**src/rtl/int_pri_queue_ctrl.sv**
```systemverilog
// Priority-queued vectored interrupt controller: level requests are armed, acked,
// queued per priority level, and handed to the CPU highest-level-first on a read strobe.

module int_pri_queue_fifo #(
  parameter int DEPTH = 4,
  parameter int DW    = 11
) (
  input  logic          i_clk,
  input  logic          i_rst_n,
  input  logic          i_push,
  input  logic [DW-1:0] i_wdata,
  input  logic          i_pop,
  output logic [DW-1:0] o_rdata,
  output logic          o_empty,
  output logic          o_full
);
  localparam int PTR_W = $clog2(DEPTH);

  logic [DW-1:0]    r_mem [DEPTH];
  logic [PTR_W-1:0] r_wptr, r_rptr;
  logic [PTR_W:0]   r_cnt;

  always_ff @(posedge i_clk or negedge i_rst_n) begin
    if (!i_rst_n) begin
      r_wptr <= '0;
      r_rptr <= '0;
      r_cnt  <= '0;
    end else begin
      if (i_push) r_wptr <= r_wptr + PTR_W'(1);
      if (i_pop)  r_rptr <= r_rptr + PTR_W'(1);
      case ({i_push, i_pop})
        2'b10:   r_cnt <= r_cnt + (PTR_W+1)'(1);
        2'b01:   r_cnt <= r_cnt - (PTR_W+1)'(1);
        default: r_cnt <= r_cnt;
      endcase
    end
  end

  // Storage is data-only; occupancy is fully described by the pointers and count.
  always_ff @(posedge i_clk) begin
    if (i_push) r_mem[r_wptr] <= i_wdata;
  end

  assign o_rdata = r_mem[r_rptr];
  assign o_empty = (r_cnt == '0);
  assign o_full  = (r_cnt == (PTR_W+1)'(DEPTH));
endmodule

module int_pri_queue_ctrl #(
  parameter int NUM_DEV = 8,
  parameter int PRI_W   = 3,
  parameter int DEPTH   = 4,
  parameter int VEC_W   = 8
) (
  input  logic                     i_clk,
  input  logic                     i_rst_n,
  input  logic [NUM_DEV-1:0]       i_req,
  input  logic [NUM_DEV*PRI_W-1:0] i_dev_pri,
  input  logic [NUM_DEV*VEC_W-1:0] i_dev_vec,
  output logic [NUM_DEV-1:0]       o_ack,
  input  logic [PRI_W-1:0]         i_cpu_pri,
  output logic                     o_irq,
  input  logic                     i_rd,
  output logic [VEC_W-1:0]         o_vec_out,
  output logic [PRI_W-1:0]         o_vec_pri,
  output logic                     o_vec_valid,
  output logic [NUM_DEV-1:0]       o_stall,
  input  logic                     i_stall_clr
);
  localparam int NUM_LVL = 1 << PRI_W;
  localparam int DW      = VEC_W + PRI_W;
  localparam int DEV_W   = (NUM_DEV > 1) ? $clog2(NUM_DEV) : 1;

  logic [NUM_DEV-1:0][PRI_W-1:0] w_dpri;
  logic [NUM_DEV-1:0][VEC_W-1:0] w_dvec;
  logic [NUM_LVL-1:0][DW-1:0]    w_head;
  logic [NUM_LVL-1:0]            w_empty, w_full, w_push, w_pop, w_can;
  logic [NUM_DEV-1:0]            w_pend, w_elig, w_block, w_gnt_oh;
  logic [DEV_W-1:0]              w_gnt_idx;
  logic                          w_gnt_any;
  logic [PRI_W-1:0]              w_pop_sel;
  logic                          w_pop_any;
  logic [DW-1:0]                 w_wdata;
  logic                          w_irq_nxt;

  logic [NUM_DEV-1:0] r_arm, r_ack, r_stall;
  logic               r_irq, r_vvld;
  logic [VEC_W-1:0]   r_vec;
  logic [PRI_W-1:0]   r_vpri;

  assign w_dpri = i_dev_pri;
  assign w_dvec = i_dev_vec;
  assign w_pend = i_req & r_arm;

  // Pop target is chosen from pre-push occupancy, giving the one-cycle fall-through.
  always_comb begin
    w_pop_sel = '0;
    for (int p = 0; p < NUM_LVL; p++)
      if (!w_empty[p]) w_pop_sel = PRI_W'(p);
    w_pop_any = i_rd && !(&w_empty);
    w_pop     = w_pop_any ? (NUM_LVL'(1) << w_pop_sel) : '0;
    w_can     = ~w_full | w_pop;
  end

  always_comb begin
    w_elig  = '0;
    w_block = '0;
    for (int i = 0; i < NUM_DEV; i++) begin
      w_elig[i]  = w_pend[i] &&  w_can[w_dpri[i]];
      w_block[i] = w_pend[i] && !w_can[w_dpri[i]];
    end
  end

  // Lowest-index eligible device wins.
  always_comb begin
    w_gnt_any = 1'b0;
    w_gnt_idx = '0;
    for (int i = 0; i < NUM_DEV; i++) begin
      if (!w_gnt_any && w_elig[i]) begin
        w_gnt_any = 1'b1;
        w_gnt_idx = DEV_W'(i);
      end
    end
    w_gnt_oh = w_gnt_any ? (NUM_DEV'(1) << w_gnt_idx) : '0;
    w_push   = w_gnt_any ? (NUM_LVL'(1) << w_dpri[w_gnt_idx]) : '0;
    w_wdata  = {w_dvec[w_gnt_idx], w_dpri[w_gnt_idx]};
  end

  for (genvar p = 0; p < NUM_LVL; p++) begin : g_lvl
    int_pri_queue_fifo #(
      .DEPTH (DEPTH),
      .DW    (DW)
    ) u_fifo (
      .i_clk   (i_clk),
      .i_rst_n (i_rst_n),
      .i_push  (w_push[p]),
      .i_wdata (w_wdata),
      .i_pop   (w_pop[p]),
      .o_rdata (w_head[p]),
      .o_empty (w_empty[p]),
      .o_full  (w_full[p])
    );
  end

  always_comb begin
    w_irq_nxt = 1'b0;
    for (int p = 0; p < NUM_LVL; p++)
      if (!w_empty[p] && (PRI_W'(p) > i_cpu_pri)) w_irq_nxt = 1'b1;
  end

  always_ff @(posedge i_clk or negedge i_rst_n) begin
    if (!i_rst_n) begin
      r_arm   <= '1;
      r_ack   <= '0;
      r_stall <= '0;
      r_irq   <= 1'b0;
      r_vvld  <= 1'b0;
      r_vec   <= '0;
      r_vpri  <= '0;
    end else begin
      r_ack   <= w_gnt_oh;
      // Re-arm only once the level request has been seen low.
      r_arm   <= (r_arm & ~w_gnt_oh) | ~i_req;
      r_stall <= i_stall_clr ? '0 : (r_stall | w_block);
      r_irq   <= w_irq_nxt;
      r_vvld  <= w_pop_any;
      if (w_pop_any) {r_vec, r_vpri} <= w_head[w_pop_sel];
    end
  end

  assign o_ack       = r_ack;
  assign o_stall     = r_stall;
  assign o_irq       = r_irq;
  assign o_vec_valid = r_vvld;
  assign o_vec_out   = r_vec;
  assign o_vec_pri   = r_vpri;
endmodule

```
**config.mk**
```make
export PLATFORM = sky130hd
export DESIGN_NAME = int_pri_queue_ctrl
export DESIGN_NICKNAME = d
export VERILOG_FILES = /design/src/rtl/int_pri_queue_ctrl.sv
export SDC_FILE = /design/constraint.sdc
export NUM_CORES = 1
export LEC_CHECK = 0
export ABC_AREA = 1
export CORE_MARGIN = 2
export CORE_UTILIZATION = 40
export DETAILED_ROUTE_END_ITERATION = 8
export GPL_ROUTABILITY_DRIVEN = 1
export MAX_ROUTING_LAYER = met4
export PLACE_DENSITY = 0.62
export SYNTH_ARGS = -nofsm -noshare
export SYNTH_HDL_FRONTEND = slang
export SYNTH_HIERARCHICAL = 1
export SYNTH_SLANG_ARGS = --single-unit
export TNS_END_PERCENT = 100
```
**constraint.sdc**
```tcl
create_clock -name i_clk -period 9.14 [get_ports i_clk]
set_input_delay 1.828 -clock i_clk [delete_from_list [all_inputs] [get_ports i_clk]]
set_output_delay 1.828 -clock i_clk [all_outputs]
set_load 0.005 [all_outputs]
```
==> metrics.cfg <==
[pwr]
swShare_pct=36.63
power.internal_uw=4645
power.static_leakage_uw=0.01041
cellPowerDensity_nw_per_um2=296.8
p_sw_uw=2685
p_comb_share_pct=32.8
clkPwrFrac_pct=25.7
max-vdd-ir-drop_mv=0.2054
power_frac_seq_pct=41.5

[drt]
wl_mm=52.82
drt-initial-drc-count=1302
vias=14546
drt-vias-per-instance=4.968
dr.pass1.iters=7
drc=0
postRouteAntennaNets=0
wire_per_inst_um=18.04

[placement]
finalWeightedCongestion=0.9141
portBuffers=131
hpwl_mm=35.60
placed_cells=2839

[cts]
clock_sinks=445
cts_tree=built
cts_hold_buf=0
clock_latency_ns=0.59
cts_made_buffers=48
post_cts_buffers=0
cts-root-buf=clkbuf_16
cts.clk_slew.worst_paths_ns=0.06
h-tree-depth=2
clk_path_buf_depth=3
cts_resized=0

[worst_setup_path]
cp_max_fo=34
r2r-end=g_lvl[6].u_fifo/r_cnt[1]
startpoint_type=flip-flop
cp.required_ns=9.64
end_kind=flip-flop
rr_worst_depth=25
r2r-start=g_lvl[7].u_fifo/r_cnt[0]
worstPathArrival_ns=7.17
rrSetupSlack_ns=2.47
critical_path_class=flip-flop to flip-flop

[global_routing]
grt_max_degree=70
grt_pass1_vias=14179
grt_pass1_wl_mm=81.30
antenna_found_initial=1
grt_overflow=0
track_usage_pct=19.45

[outcome]
status=completed

[final_layout]
syn_to_final_growth_pct=14.75
final_nets=2344
layout-drive-gt1-share_pct=7.306
final_cell_count_no_fill=2928

[sta]
finalHoldViolations=0
setup_violations=0
rsz0062_at_grt=no
period_share_pct=72.98
slew_violations=0
layout_min_cycle_time_ns=6.670
fmax_mhz=149.9
tns_ns=0
fin_skew_ns=0.02315
slew_headroom_pct=28.19
worstMarginPinSlew_ns=1.069

[floorplan]
initial_core_util_pct=40.23
die_w_um=236.0
die_area_um2=55680
die_h_um=236.0
coreArea_um2=53500
io_pins=132
rows=85

[yosys]
ys_warn_count=6
ys_ff_latch=445
synth_cell_types=47
synth-seq-area-share_pct=59.97
synth_fp_nets=2231
synth_cells=2080
syn_area_per_cell_um2=10.35
netlist_area_um2=21520

[job]
drv_cap=0

[min_path]
holdPathStages=2
min_from=r_arm[0]
min_to=r_arm[0]
hold_path.class=flip-flop to flip-flop

[synthesized netlist by cell type, drive strengths merged]
| cell | number | area [µm²] |
|---|---|---|
| nand2 | 635 | 2477 |
| inv | 360 | 1354 |
| edfxtp | 352 | 10570 |
| o211ai | 181 | 1399 |
| dfrtp | 85 | 2127 |
| nand3 | 84 | 478.0 |
| buf | 75 | 643.1 |
| a21oi | 49 | 249.0 |
| ha | 40 | 500.5 |
| nand4 | 40 | 256.5 |
| nor2 | 38 | 246.5 |
| o21ai | 36 | 191.4 |
| xor2 | 24 | 210.2 |
| nor3 | 17 | 85.08 |
| clkbuf | 11 | 41.29 |
| o221ai | 11 | 96.34 |
| dfstp | 8 | 210.2 |
| fa | 8 | 160.2 |
| xnor2 | 8 | 70.07 |
| a221oi | 4 | 35.03 |
| a22o | 4 | 35.03 |
| a22oi | 2 | 15.01 |
| o2111ai | 2 | 17.52 |
| o21bai | 2 | 26.28 |
| a21boi | 1 | 7.510 |
| a31oi | 1 | 6.260 |
| nand3b | 1 | 7.510 |
| or2 | 1 | 6.260 |
[critical path, stage by stage (launching register included)]
cell and delay, ns:
dfrtp_1 0.42, nor3_1 0.88, nand2_2 0.23, o21bai_4 0.31, nor2_8 0.43, nand2_2 0.17, inv_2 0.13, nor2_1 0.08
o21ai_0 0.15, nand3_1 0.12, nand2_1 0.10, nand3_2 0.13, nor3_1 0.33, nor2_1 0.13, nand2_2 0.23, inv_1 0.23
nand2_1 0.15, nor2_1 0.08, nor2_4 0.65, nand2_1 0.16, nor2_1 0.44, inv_1 0.09, ha_1 0.24, inv_1 0.09
fa_1 0.41, o21ai_0 0.17
[power by group through the flow]
stage	registers (µW)	clock network (µW)	logic, µW
floorplan	2990	0	1730
global placement	3060	0	2340
detailed placement	3080	0	2420
CTS	3040	1930	2430
global route	3080	2000	2690
finish	3040	1890	2400
[metal layers]
layer / up-vias / global-route usage [%] / wire (µm)
met3: 82 / 3.511 / 3016
met4: 0 / 6.408 / 1692
li1: 7173 / - / -
met5: - / - / 0
met2: 376 / 29.55 / 23580
met1: 6915 / 26.44 / 24530
[logic make-up after synthesis]
family / synth area share (%)
flops: 59.97
compound gates: 9.656
fa+ha+maj: 3.070
simple gates: 16.53
xor+xnor: 1.302
buf+inv: 9.470
[cells in the final DEF (no fill, tap or decap), drive strengths merged]
cell | netlist | layout
clkdlybuf4s50 | 0 | 130
a22oi | 2 | 2
nand3 | 84 | 84
clkinvlp | 0 | 1
nand2 | 635 | 635
o21bai | 2 | 2
o211ai | 181 | 181
edfxtp | 352 | 352
clkinv | 0 | 16
o2111ai | 2 | 2
nor3 | 17 | 17
a21boi | 1 | 1
clkbuf | 11 | 68
o221ai | 11 | 11
diode | 0 | 1
fa | 8 | 8
dfrtp | 85 | 85
dfstp | 8 | 8
a22o | 4 | 4
nor2 | 38 | 38
a21oi | 49 | 49
ha | 40 | 40
nand4 | 40 | 40
xor2 | 24 | 24
a31oi | 1 | 1
xnor2 | 8 | 8
or2 | 1 | 1
buf | 75 | 19
nand3b | 1 | 1
o21ai | 36 | 36
inv | 360 | 361
a221oi | 4 | 4
bufinv | 0 | 2
[how the worst max path moves through the flow]
stage / start / end / depth (start not counted)
after detailed placement: i_rd / g_lvl[2].u_fifo/r_cnt[1] / 24
after floorplan: i_rd / g_lvl[7].u_fifo/r_cnt[1] / 25
after global routing: g_lvl[7].u_fifo/r_cnt[0] / g_lvl[7].u_fifo/r_cnt[1] / 25
after global placement: i_rd / g_lvl[7].u_fifo/r_cnt[1] / 24
final: g_lvl[7].u_fifo/r_cnt[0] / g_lvl[6].u_fifo/r_cnt[1] / 25
after CTS: g_lvl[7].u_fifo/r_cnt[0] / g_lvl[7].u_fifo/r_cnt[1] / 25
[per-stage QoR]
step / total power, µW / hold slack, ns / setup WS [ns] / area [µm²] / utilization, %
floorplan: 4721 / 0.4429 / 3.957 / 21520 / -
global placement: 5405 / 0.4585 / 2.139 / 23160 / 43.29
detailed placement: 5499 / 0.4539 / 1.875 / 23160 / 43.29
CTS: 7392 / 0.4626 / 2.489 / 24690 / 46.16
global route: 7778 / 0.4897 / 1.908 / 24700 / 46.17
finish: 7329 / 0.4608 / 2.470 / 24700 / 46.17
[final cells by class]
type	count	area, µm²
multi-input cells	1189	6581
well taps	696	870.8
flip-flops and latches	445	12910
clock inverters	20	157.7
repair buffers	149	1444
diodes	1	2.502
fillers	4863	28800
clock buffers	68	1380
inverters	360	1354
[registers in the layout, summed over array words and instances, names as in the netlist]
name / flops
o_irq: 1
r_arm: 8
g_lvl.u_fifo/r_mem: 352
o_vec_valid: 1
g_lvl.u_fifo/r_cnt: 24
g_lvl.u_fifo/r_wptr: 16
o_ack: 8
o_vec_pri: 3
g_lvl.u_fifo/r_rptr: 16
o_vec_out: 8
o_stall: 8
Note: power is estimated with default switching activity, not from simulation.
==> variant 1, RTL diff (same flow settings) <==
Register the output `o_irq` once more, with the module's reset; this adds one clock of latency there. The other outputs are not delayed to match.
--- a/src/rtl/int_pri_queue_ctrl.sv
+++ b/src/rtl/int_pri_queue_ctrl.sv
@@ -170,7 +170,13 @@
 
   assign o_ack       = r_ack;
   assign o_stall     = r_stall;
-  assign o_irq       = r_irq;
+  always_ff @(posedge i_clk or negedge i_rst_n) begin
+    if (!i_rst_n) begin
+      o_irq <= '0;
+    end else begin
+      o_irq <= r_irq;
+    end
+  end
   assign o_vec_valid = r_vvld;
   assign o_vec_out   = r_vec;
   assign o_vec_pri   = r_vpri;
Behaviour: not the same (a bounded check fails within 4 cycles, from zero or initial values and one cycle with i_rst_n low).
==> variant 1 against the original RTL <==
- register-to-register slack improved by 300 ps
- wire length fell by 0.57%
- design area rose by 0.19%
- non-clock buffer count did not move
- sequential share of layout area barely moved
- hold slack got worse by 110 ps
- setup slack improved by 110 ps
- sequential cell count rose by 1
- power barely moved
- area after synthesis barely moved
- first-iteration DRC count fell by 6.1%
- combinational power fell by 2%
- sequential power barely moved
- critical path depth fell by 1
- critical endpoint is now g_lvl[5].u_fifo/r_cnt[1]
==> variant 1: results (changes against the original RTL) <==
status finished clean; met2 WL post-DR 24.5 mm (+3.8%); DRT iter0 DRCs 1222 (-6.1%); Total GRT Usage 19.5% (+0.074 points); Unique masters post-synth 47 (unchanged); share of cells above drive strength 1 7.56% (+0.25 points); slowest stage cell on the critical path nor2_4; P_seq 3.05 mW (about the same); CP peak stage delay 610 ps (-270 ps); vias in the first global route 14549 (+2.6%); worst ir drop on vdd 200 uV (-2.8%); synth top area cells edfxtp_1 49%, nand2_1 10%, dfrtp_1 10%, inv_1 6.2%, o211ai_1 6.0%; asr flop ratio synth 21.1% (+0.18 points); met1 Track Usage GR 26.1% (-0.31 points); first-pass GRT wire length 82.0 mm (+0.91%); port buffer count 131 (unchanged); Worst Hold Class flip-flop to flip-flop; dpl hpwl 35.6 mm (+0.13%); post-CTS setup buffers 0 (unchanged); worst slew pin tran 977 ps (-92.1 ps); Setup Skew 22.7 ps (-0.451 ps); CP arrival 7070 ps (-100 ps); post-cts resize count 0 (unchanged); filler cell count 4886 (+0.47%); EDFF count, synth 352 (unchanged); met3 Usage GRT 2.27% (-1.2 points); GR Util met2 31.2% (+1.6 points); vias per inst 5.02 (+1.0%); Synth Area in Adders 3.07% (about the same); met3 WL 2.28 mm (-24%); post-synthesis mux area share 0% (unchanged); H-tree depth 2 (unchanged); Comb pwr share 32.2% (-0.6 points); P_int 4.66 mW (+0.41%); Biggest register g_lvl.u_fifo/r_mem; Ys Warns 6 (unchanged); Mapped Nets 2220 (-0.49%); dpl cells 2828 (-0.39%); Flop pwr share 41.7% (+0.2 points); xor/xnor share of the synthesized area 1.30% (about the same); crit path max fanout 34 (unchanged); Synth Instances 2069 (-0.53%); post-synthesis compound-gate area fraction 9.88% (+0.23 points); initial antenna violation count 1 (unchanged); Vias 14652 (+0.73%); placed cell area 0.0232 mm2 (about the same); Routability Congestion 0.907 (-0.79%); list of most frequent post-synthesis cells 599 x nand2_1, 353 x inv_1, 352 x edfxtp_1; routed length per instance 18.0 um (-0.29%); Setup WS pre-CTS 1980 ps (+109 ps); register area share after synthesis 60.1% (+0.088 points); nets 2333 (-0.47%); Clock Tree Buf Depth 3 (unchanged); Regs by FF count g_lvl.u_fifo/r_mem x352, g_lvl.u_fifo/r_cnt x24; leakage 10.4 nW (+0.15%); clock transition at the registers of the reported paths 60 ps (about the same); WL met1 24.3 mm (-0.97%); largest net degree at the start of global routing 60 (-14%)
variant 1: changes by cell type in the layout (fill, tap and decap cells not counted), sizes merged:
cell	change
a21oi	-4
clkinv	+3
nand3	-4
inv	-1
a22o	+4
bufinv	-1
nand2	-12
diode	+1
a221oi	+4
dfrtp	+1
clkbuf	+1
variant 1: critical path: cells and delay by family:
kind | cells | cell delay, ps
adder cells (fa/ha/maj) | 2 | 650
AO/OA/AOI/OAI | 2 | 330
AND/OR/NAND/NOR | 14 | 3030
buffers and inverters | 6 | 1210
variant 1: layout make-up:
| class | instances | area [um2] | share of cell area (%) |
|---|---|---|---|
| antenna | 2 | 5.00 | 0.0202 |
| sequential | 446 | 12900 | 52.3 |
| multi-input combinational | 1177 | 6570 | 26.5 |
| tap | 696 | 871 | 3.52 |
| inverter | 360 | 1350 | 5.47 |
| clock buffer | 69 | 1430 | 5.77 |
| timing repair buffer | 149 | 1440 | 5.84 |
| clock inverter | 21 | 145 | 0.587 |
variant 1: cell families (layout without fill, tap and decap cells):
kind of cell / Yosys count / count (layout)
fa+ha+maj: 48 / 48
flops: 446 / 446
compound gates: 297 / 297
xor+xnor: 32 / 32
buf+inv: 446 / 599
other cells: 0 / 2
simple gates: 800 / 800
variant 1: worst paths after layout:
path | slack (ps) | end | startpoint | depth (start not counted)
setup / recovery | 2580 | g_lvl[5].u_fifo/r_cnt[1] | i_rd | 24
hold / removal | 350 | o_irq | r_irq | 0
setup reg to reg | 2770 | g_lvl[5].u_fifo/r_cnt[1] | g_lvl[7].u_fifo/r_cnt[0] | 25
hold reg to reg | 350 | o_irq | r_irq | 0
max in group asynchronous | 6750 | g_lvl[1].u_fifo/r_wptr[0] | i_rst_n | 2
min in group asynchronous | 1230 | o_ack[7] | i_rst_n | 1
==> variant 2, RTL diff (config.mk and constraints unchanged) <==
Without the edit above. Change the parameter `NUM_DEV` from 8 to 16.
--- a/src/rtl/int_pri_queue_ctrl.sv
+++ b/src/rtl/int_pri_queue_ctrl.sv
@@ -47,7 +47,7 @@
 endmodule
 
 module int_pri_queue_ctrl #(
-  parameter int NUM_DEV = 8,
+  parameter int NUM_DEV = 16,
   parameter int PRI_W   = 3,
   parameter int DEPTH   = 4,
   parameter int VEC_W   = 8
Ports: changed (5 resized); port bits go from 132 to 244. The function was not compared with the original's and may differ.
==> variant 2 against the original RTL <==
- the flow now finishes with violations (DRC)
- global-route usage rose by 3.4 points
- wire length rose by 32%
- sequential power rose by 8.9%
- sequential cell count rose by 24
- design area rose by 15%
- combinational power rose by 23%
- sequential share of layout area fell by 4.7 points
- setup slack got worse by 840 ps
- first-iteration DRC count rose by 13%
- via count rose by 24%
- area after synthesis rose by 11%
- power rose by 13%
- non-clock buffer count rose by 128
- critical path type is now input pin to flip-flop
- critical endpoint is now g_lvl[7].u_fifo/r_cnt[1]
- largest cell class unchanged
==> variant 2: results (changes against the original RTL) <==
Mapped Nets 2686 (+20%); min-delay src r_arm[5]; asr flop ratio synth 24.9% (+4.0 points); DRT Pass-1 Iters 8 (+1); Synth Area in Adders 2.76% (-0.31 points); crit path launch type input pin; leakage 12.0 nW (+16%); port buffer count 243 (+85%); placed cell area 0.0268 mm2 (+16%); list of most frequent post-synthesis cells 649 x nand2_1, 387 x inv_1, 352 x edfxtp_1; register area share after synthesis 56.5% (-3.5 points); worst ir drop on vdd 152 uV (-26%); CP peak stage delay 460 ps (-420 ps); initial antenna violation count 6 (+5); largest net degree at the start of global routing 69 (-1.4%); Reg2Reg Launch Point g_lvl[5].u_fifo/r_cnt[0]; status finished, violations left; post-CTS setup buffers 0 (unchanged); DRT iter0 DRCs 1477 (+13%); worst-skew pair later-pin latency 620 ps (+30 ps); CP arrival 8040 ps (+870 ps); Root Driver clkbuf_16; Worst Setup SP i_rd; Unique masters post-synth 52 (+11%); Num CTS Buffers 49 (+2.1%); share of cells above drive strength 1 8.39% (+1.1 points); Finished Layout Cells 3476 (+19%); first-pass GRT wire length 105 mm (+30%); slowest stage cell on the critical path clkdlybuf4s50_1; dpl hpwl 49.9 mm (+40%); nets 2902 (+24%); Setup Skew 41.6 ps (+18.5 ps); Routability Congestion 0.900 (-1.6%); Clock Tree Buf Depth 3 (unchanged); Setup WS pre-CTS 1050 ps (-820 ps); crit path max fanout 34 (unchanged); DRC Markers 10 (+10); Synth Instances 2439 (+17%); dpl cells 3377 (+19%); Vias 18029 (+24%); xor/xnor share of the synthesized area 1.17% (-0.13 points); post-synthesis compound-gate area fraction 11.7% (+2.1 points); Total GRT Usage 22.9% (+3.4 points); worst slew pin tran 1250 ps (+177 ps); routed length per instance 20.1 um (+11%); synth top area cells edfxtp_1 44%, dfrtp_1 11%, nand2_1 10%, inv_1 6.1%, o211ai_1 5.6%; failing checks DRC
-- variant 2: cell count changes in the layout (fill, tap and decap cells not counted), moves of 30 or more --
cell	unedited run	this run
clkdlybuf4s50_1	130	242
nor2_1	25	55
a21oi_1	48	78
nand3_1	74	125
nand2_1	609	649
inv_1	353	387
-- variant 2: cell type report --
cell class / count / area (um2)
multi-input combinational: 1452 / 8070
timing repair buffer: 277 / 2690
clock buffer: 72 / 1410
inverter: 406 / 1530
sequential: 469 / 13500
fill: 5447 / 30700
tap: 773 / 967
clock inverter: 19 / 209
antenna: 8 / 20.0
-- variant 2: worst max-delay path: cells and delay by family --
family          cells  cell delay [ps]
buf+inv             6             1520
fa+ha+maj           2              610
compound gates      3              490
simple gates       22             3550
-- variant 2: final timing paths --
| check | to | slack [ps] | cells after the start |
|---|---|---|---|
| max | g_lvl[7].u_fifo/r_cnt[1] | 1630 | 33 |
| min | r_arm[5] | 470 | 2 |
| max reg2reg | g_lvl[7].u_fifo/r_cnt[1] | 1960 | 37 |
| min reg2reg | r_arm[5] | 470 | 2 |
| max in group asynchronous | g_lvl[5].u_fifo/r_cnt[0] | 6640 | 2 |
| min in group asynchronous | o_ack[4] | 1180 | 1 |
-- variant 2: cell families after synthesis --
kind of cell               after synthesis
AOI/OAI and AO/OA                      407
xor gates and xnor gates                32
buffers and inverters                  518
adders and majority gates               48
and+or+nand+nor                        965
DFF                                    469
-- variant 2: report_power, final --
part	internal, mW	leakage (nW)	switching, mW
clock	1.14	0.788	0.854
sequential	3.08	4.61	0.234
combinational	0.887	6.64	2.07
total	5.10	12.0	3.16
-- variant 2: per-layer routing --
metal  up-vias  routed length, um  global-route usage [%]
met4         0               2040                    6.84
met5         -                  0                       -
met3       106               4740                    4.43
met1      8669              30000                    29.5
met2       601              33100                    36.8
li1       8653                  -                       -
